### src/rtl/sdp_ram_arbiter_if.sv
// Requester-side bus of the simple-dual-port RAM arbiter: two write ports,
// two read ports and the shared read-response return path.
interface sdp_ram_arbiter_if #(
    parameter int unsigned NB_COL    = 8,
    parameter int unsigned COL_WIDTH = 8,
    parameter int unsigned AW        = 9
);
    localparam int unsigned DW = NB_COL * COL_WIDTH;

    logic [1:0]        wr_valid;
    logic [2*AW-1:0]   wr_addr;
    logic [2*DW-1:0]   wr_data;
    logic [2*NB_COL-1:0] wr_be;
    logic [1:0]        wr_ready;

    logic [1:0]        rd_valid;
    logic [2*AW-1:0]   rd_addr;
    logic [1:0]        rd_ready;

    logic [1:0]        rsp_valid;
    logic [DW-1:0]     rsp_data;

    // Requester side (fill/drain engines)
    modport master (
        output wr_valid, wr_addr, wr_data, wr_be,
        input  wr_ready,
        output rd_valid, rd_addr,
        input  rd_ready,
        input  rsp_valid, rsp_data
    );

    // Arbiter side
    modport slave (
        input  wr_valid, wr_addr, wr_data, wr_be,
        output wr_ready,
        input  rd_valid, rd_addr,
        output rd_ready,
        output rsp_valid, rsp_data
    );
endinterface

### src/rtl/sdp_ram_arbiter.sv
// Round-robin arbiter sharing one simple-dual-port byte-write RAM between two
// writers and two readers. Read results are routed back through a tag pipeline
// whose depth equals the RAM read latency.
module sdp_ram_arbiter #(
    parameter int unsigned NB_COL     = 8,
    parameter int unsigned COL_WIDTH  = 8,
    parameter int unsigned RAM_DEPTH  = 512,
    parameter int unsigned RD_LATENCY = 2,
    localparam int unsigned AW        = $clog2(RAM_DEPTH),
    localparam int unsigned DW        = NB_COL * COL_WIDTH
) (
    input  logic              clka,
    input  logic              rstb,
    sdp_ram_arbiter_if.slave  bus,
    output logic [AW-1:0]     ram_addra,
    output logic [DW-1:0]     ram_dina,
    output logic [NB_COL-1:0] ram_wea,
    output logic [AW-1:0]     ram_addrb,
    output logic              ram_enb,
    output logic              ram_rstb,
    input  logic [DW-1:0]     ram_doutb
);

    logic                  wr_pri_q;   // 1: requester 1 wins next write contention
    logic                  rd_pri_q;   // 1: requester 1 wins next read contention
    logic                  rd_sel_q;   // last issued read requester, holds ram_addrb
    logic [1:0]            wr_gnt;
    logic [1:0]            rd_gnt;
    logic                  rd_issue;
    logic                  rd_sel;
    logic [RD_LATENCY-1:0] tag_v_q;
    logic [RD_LATENCY-1:0] tag_id_q;
    logic                  tag_pend;

    // Write grant: single requester wins outright, contention follows wr_pri_q
    always_comb begin
        wr_gnt = 2'b00;
        if (!rstb) begin
            case (bus.wr_valid)
                2'b01:   wr_gnt = 2'b01;
                2'b10:   wr_gnt = 2'b10;
                2'b11:   wr_gnt = wr_pri_q ? 2'b10 : 2'b01;
                default: wr_gnt = 2'b00;
            endcase
        end
    end

    // Read grant: same scheme with its own priority bit
    always_comb begin
        rd_gnt = 2'b00;
        if (!rstb) begin
            case (bus.rd_valid)
                2'b01:   rd_gnt = 2'b01;
                2'b10:   rd_gnt = 2'b10;
                2'b11:   rd_gnt = rd_pri_q ? 2'b10 : 2'b01;
                default: rd_gnt = 2'b00;
            endcase
        end
    end

    // RAM port A drive from the granted writer; no grant means no byte enables
    always_comb begin
        ram_addra = wr_gnt[1] ? bus.wr_addr[AW +: AW] : bus.wr_addr[0 +: AW];
        ram_dina  = wr_gnt[1] ? bus.wr_data[DW +: DW] : bus.wr_data[0 +: DW];
        ram_wea   = '0;
        if (wr_gnt[1])      ram_wea = bus.wr_be[NB_COL +: NB_COL];
        else if (wr_gnt[0]) ram_wea = bus.wr_be[0 +: NB_COL];
    end

    // RAM port B drive; idle cycles keep the previous requester's address selected
    always_comb begin
        rd_issue  = |rd_gnt;
        rd_sel    = rd_issue ? rd_gnt[1] : rd_sel_q;
        ram_addrb = rd_sel ? bus.rd_addr[AW +: AW] : bus.rd_addr[0 +: AW];
        tag_pend  = 1'b0;
        for (int unsigned i = 0; i + 1 < RD_LATENCY; i++) begin
            tag_pend = tag_pend | tag_v_q[i];
        end
        // Keep enb high while data is still moving toward the output register
        ram_enb   = rd_issue | tag_pend;
    end

    // Response strobe comes from the last tag stage; data is the RAM output as-is
    always_comb begin
        bus.rsp_valid = 2'b00;
        if (tag_v_q[RD_LATENCY-1] && !rstb) begin
            bus.rsp_valid = tag_id_q[RD_LATENCY-1] ? 2'b10 : 2'b01;
        end
        bus.rsp_data = ram_doutb;
        bus.wr_ready = wr_gnt;
        bus.rd_ready = rd_gnt;
        ram_rstb     = rstb;
    end

    // Priority bits flip only on contended cycles; reset favours requester 0
    always_ff @(posedge clka) begin
        if (rstb) begin
            wr_pri_q <= 1'b0;
            rd_pri_q <= 1'b0;
            rd_sel_q <= 1'b0;
        end else begin
            if (&bus.wr_valid) wr_pri_q <= ~wr_gnt[1];
            if (&bus.rd_valid) rd_pri_q <= ~rd_gnt[1];
            if (rd_issue)      rd_sel_q <= rd_gnt[1];
        end
    end

    // Tag shift register tracking reads in flight; reset drops them all
    always_ff @(posedge clka) begin
        if (rstb) begin
            tag_v_q  <= '0;
            tag_id_q <= '0;
        end else begin
            tag_v_q[0]  <= rd_issue;
            tag_id_q[0] <= rd_gnt[1];
            for (int unsigned i = 1; i < RD_LATENCY; i++) begin
                tag_v_q[i]  <= tag_v_q[i-1];
                tag_id_q[i] <= tag_id_q[i-1];
            end
        end
    end

endmodule

### src/flat_wrapper.sv
// flat-port wrapper written by rule: the top's interface ports become plain ports
module sdp_ram_arbiter_flat 
#(
    parameter int unsigned NB_COL     = 8,
    parameter int unsigned COL_WIDTH  = 8,
    parameter int unsigned RAM_DEPTH  = 512,
    parameter int unsigned RD_LATENCY = 2,
    localparam int unsigned AW        = $clog2(RAM_DEPTH),
    localparam int unsigned DW        = NB_COL * COL_WIDTH
)
  (clka, rstb, ram_addra, ram_dina, ram_wea, ram_addrb, ram_enb, ram_rstb, ram_doutb, bus_wr_valid, bus_wr_addr, bus_wr_data, bus_wr_be, bus_wr_ready, bus_rd_valid, bus_rd_addr, bus_rd_ready, bus_rsp_valid, bus_rsp_data);
  sdp_ram_arbiter_if #(.NB_COL(NB_COL), .COL_WIDTH(COL_WIDTH), .AW((9))) bus_i ();
  input  logic clka;
  input  logic rstb;
  output logic [AW-1:0] ram_addra;
  output logic [DW-1:0] ram_dina;
  output logic [NB_COL-1:0] ram_wea;
  output logic [AW-1:0] ram_addrb;
  output logic ram_enb;
  output logic ram_rstb;
  input  logic [DW-1:0] ram_doutb;
  input wire logic [$bits(bus_i.wr_valid)-1:0] bus_wr_valid;
  input wire logic [$bits(bus_i.wr_addr)-1:0] bus_wr_addr;
  input wire logic [$bits(bus_i.wr_data)-1:0] bus_wr_data;
  input wire logic [$bits(bus_i.wr_be)-1:0] bus_wr_be;
  output wire logic [$bits(bus_i.wr_ready)-1:0] bus_wr_ready;
  input wire logic [$bits(bus_i.rd_valid)-1:0] bus_rd_valid;
  input wire logic [$bits(bus_i.rd_addr)-1:0] bus_rd_addr;
  output wire logic [$bits(bus_i.rd_ready)-1:0] bus_rd_ready;
  output wire logic [$bits(bus_i.rsp_valid)-1:0] bus_rsp_valid;
  output wire logic [$bits(bus_i.rsp_data)-1:0] bus_rsp_data;
  assign bus_i.wr_valid = bus_wr_valid;
  assign bus_i.wr_addr = bus_wr_addr;
  assign bus_i.wr_data = bus_wr_data;
  assign bus_i.wr_be = bus_wr_be;
  assign bus_wr_ready = bus_i.wr_ready;
  assign bus_i.rd_valid = bus_rd_valid;
  assign bus_i.rd_addr = bus_rd_addr;
  assign bus_rd_ready = bus_i.rd_ready;
  assign bus_rsp_valid = bus_i.rsp_valid;
  assign bus_rsp_data = bus_i.rsp_data;
  sdp_ram_arbiter #(.NB_COL(NB_COL), .COL_WIDTH(COL_WIDTH), .RAM_DEPTH(RAM_DEPTH), .RD_LATENCY(RD_LATENCY)) u_core (.clka(clka), .rstb(rstb), .bus(bus_i), .ram_addra(ram_addra), .ram_dina(ram_dina), .ram_wea(ram_wea), .ram_addrb(ram_addrb), .ram_enb(ram_enb), .ram_rstb(ram_rstb), .ram_doutb(ram_doutb));
endmodule
### config.mk
export PLATFORM = sky130hd
export DESIGN_NAME = sdp_ram_arbiter_flat
export DESIGN_NICKNAME = d
export VERILOG_FILES = /design/src/rtl/sdp_ram_arbiter_if.sv /design/src/rtl/sdp_ram_arbiter.sv /design/src/flat_wrapper.sv
export SDC_FILE = /design/constraint.sdc
export NUM_CORES = 1
export LEC_CHECK = 0
export ABC_AREA = 1
export CAP_MARGIN = 10
export CORE_AREA = 2 2 161 163
export CTS_CLUSTER_SIZE = 20
export DETAILED_ROUTE_END_ITERATION = 16
export DIE_AREA = 0 0 163 165
export PLACE_DENSITY = 0.49
export SYNTH_ARGS = -nofsm -noshare
export SYNTH_HDL_FRONTEND = slang
export SYNTH_SLANG_ARGS = --single-unit
### constraint.sdc
create_clock -name clka -period 1 [get_ports clka]
set_input_delay 0.15 -clock clka [delete_from_list [all_inputs] [get_ports clka]]
set_output_delay 0.15 -clock clka [all_outputs]
set_load 0.05 [all_outputs]
==> flow_summary.yaml <==
global_routing:
  grt_use_total_pct: 9.779
  antenna_found_initial: 1
  grt_pass1_vias: 3602
  grt_max_degree: 40
  grt_overflow: 0
  grt_pass1_wl_um: 20050
sta:
  maxSlewHeadroom_pct: 86.37
  fin_worst_skew_ps: 1.373
  rsz0062_at_grt: "true"
  setup_ws_ps: -664.1
  hold_violations: 0
  fmax_mhz: 600.9
  finalSetupTns_ps: -54800
  fin_crit_sh_pct: 166.4
  worstMarginPinSlew_ps: 203.7
  setup_violations: 98
  drv_slew: 0
  fin_crit_ps: 1664
placement:
  port_buffers: 283
  dp_hpwl_um: 11130
  gp_congestion: 0.7316
  dp_slack_ps: -768.0
final_layout:
  fin_nets: 917
  num-fill-cells: 2513
  seq_area_sq_um: 145.1
  syn2layout_area_growth_pct: 319.9
  drive_gt1_share_pct: 60.06
  antenna_cells: 0
  multi_input_area_sq_um: 2684
  fin_util_pct: 32.93
clock_tree:
  clock_latency_ps: 240
  cts_buffers: 3
  h-tree-depth: 1
  clock-root-buffer: "clkbuf_16"
  cts_tree: "built"
  cts.sinks: 7
  path_clk_slew_ps: 40
  clk_path_buf_depth: 2
  cts_hold_buf: 0
critical_path:
  worstPathMaxFanout: 8
  crit_arrival_ps: 1510
  crit_type: "register to primary output"
  setup.worst_path.end_class: "primary output"
  worstSetupStartpointType: "register"
  critPathRequiredTime_ps: 850
floorplanning:
  initial_core_util_pct: 7.841
  die_h_um: 165
  io_pins: 412
  die_area_sq_um: 26900
  placementRows: 58
  fp.coreArea_sq_um: 25040
  die_w_um: 163
outcome:
  outcome: "complete, but fails checks"
  violations: "negative setup slack"
route:
  dr.pass1.iters: 4
  via_count: 3519
  routed-wl-met3_um: 2079
  vias_per_cell: 3.533
  top_layer: "met5"
  drt_iter0_markers: 76
  postRouteAntennaNets: 0
  wl_met1_um: 5670
  drcViolationCount: 0
  wire_per_inst_um: 16.57
  wirelength_um: 16500
  met2_length_um: 8382
power:
  leakage_nw: 3.681
  p_per_area_nw_per_um2: 759.7
  peakVddDrop_uv: 982.7
synthesis:
  yosysSeqAreaShare_pct: 7.138
  ys_seq_elements: 7
  syn_area_sq_um: 1963
  postSynthAreaPerCell_sq_um: 4.945
  synthCells: 397
  ys_types: 15
  yosys_warnings: 0
  syn_nets: 647
min_path:
  min_path_type: "primary input to register"
run:
  drv_cap: 0
[logic make-up (layout without fill, tap and decap cells)]
logic type             after synthesis  in the layout  share of synthesized area (%)
AO/OA/AOI/OAI                        5              5                          1.466
AND/OR/NAND/NOR                    290            290                          57.17
flip-flops                           7              7                          7.138
buffers and inverters               95            364                          34.23
[what timing repair did]
item,in CTS,in global routing
gates cloned,7,14
pin swaps,7,17
gates resized for setup,118,147
buffers inserted,17,10
endpoints found under the setup margin,100,98
[layout by cell type (no fill, tap or decap), types with 2 or more instances in the layout]
master,netlist,layout
nand3_2,1,8
inv_8,0,2
nor2_1,5,3
dlygate4sd2_1,0,2
buf_4,65,16
buf_16,0,7
a21oi_1,3,2
nor2_4,0,2
buf_12,0,109
nand3_4,0,14
dfxtp_1,7,3
dfxtp_2,0,4
clkbuf_16,0,14
nand2_2,0,44
inv_1,10,6
clkdlybuf4s50_1,0,180
nand2_8,0,6
nand2_4,0,145
inv_2,2,2
buf_6,8,19
buf_8,0,3
nand2_1,262,67
[worst max-delay path: stages, from the launching register on]
cell     delay, ps
dfxtp_2        320
inv_2           40
nand2_2         60
nand3_4        120
buf_12         190
buf_16         150
buf_6          120
nand2_4         70
nand2_8         50
buf_12         140
[routing by layer]
metal / vias up / GRT usage (%)
met5: - / 0
met4: 2 / 2.574
met3: 35 / 4.470
met2: 237 / 18.45
met1: 1573 / 9.655
li1: 1672 / -
[path summary, 6_finish.rpt]
path                           start                  to  slack (ps)  cells after the start
setup reg to reg     u_core.rd_pri_q            register         -30                      6
hold / removal                  rstb            register         230                      3
setup / recovery     u_core.wr_pri_q        ram_dina[58]        -660                      9
hold reg to reg   u_core.tag_id_q[0]  u_core.tag_id_q[1]         400                      2
[cells in the mapped netlist]
| cell | count | share of area [%] |
|---|---|---|
| buf_6 | 8 | 4.6 |
| inv_1 | 10 | 1.9 |
| buf_2 | 9 | 2.3 |
| dfxtp_1 | 7 | 7.1 |
| inv_2 | 2 | 0.38 |
| nand3_1 | 21 | 5.4 |
| o21ai_2 | 1 | 0.45 |
| nor3_1 | 1 | 0.25 |
| nand3_2 | 1 | 0.51 |
| nor2_1 | 5 | 0.96 |
| a21oi_1 | 3 | 0.76 |
| buf_4 | 65 | 25 |
| clkinv_1 | 1 | 0.19 |
| nand2_1 | 262 | 50 |
| o21ai_0 | 1 | 0.25 |
[through the flow]
step           hold WS [ps]  area [sq um]  std cells  power [mW]
5_1_grt               249.0          8244        996       6.494
3_3_place_gp          300.3          6621        950       4.830
3_5_place_dp          300.3          6621        950       4.843
6_report              233.6          8244        996       6.263
4_1_cts               200.0          7367        976       5.863
2_1_floorplan         219.1          2801        397       3.064
[power by group]
group          internal (mW)  total [mW]  switching (mW)
clock network          0.532       0.701           0.169
registers              0.299       0.309          0.0104
logic                   2.69        5.25            2.57
[cell type report]
type | instances | area share [%]
clock buffers | 4 | 0.9561
flip-flops and latches | 7 | 1.761
inverters | 13 | 0.9106
repair buffers | 347 | 58.81
well taps | 330 | 5.008
multi-input cells | 295 | 32.55
Power figures use the tool's default switching activity.
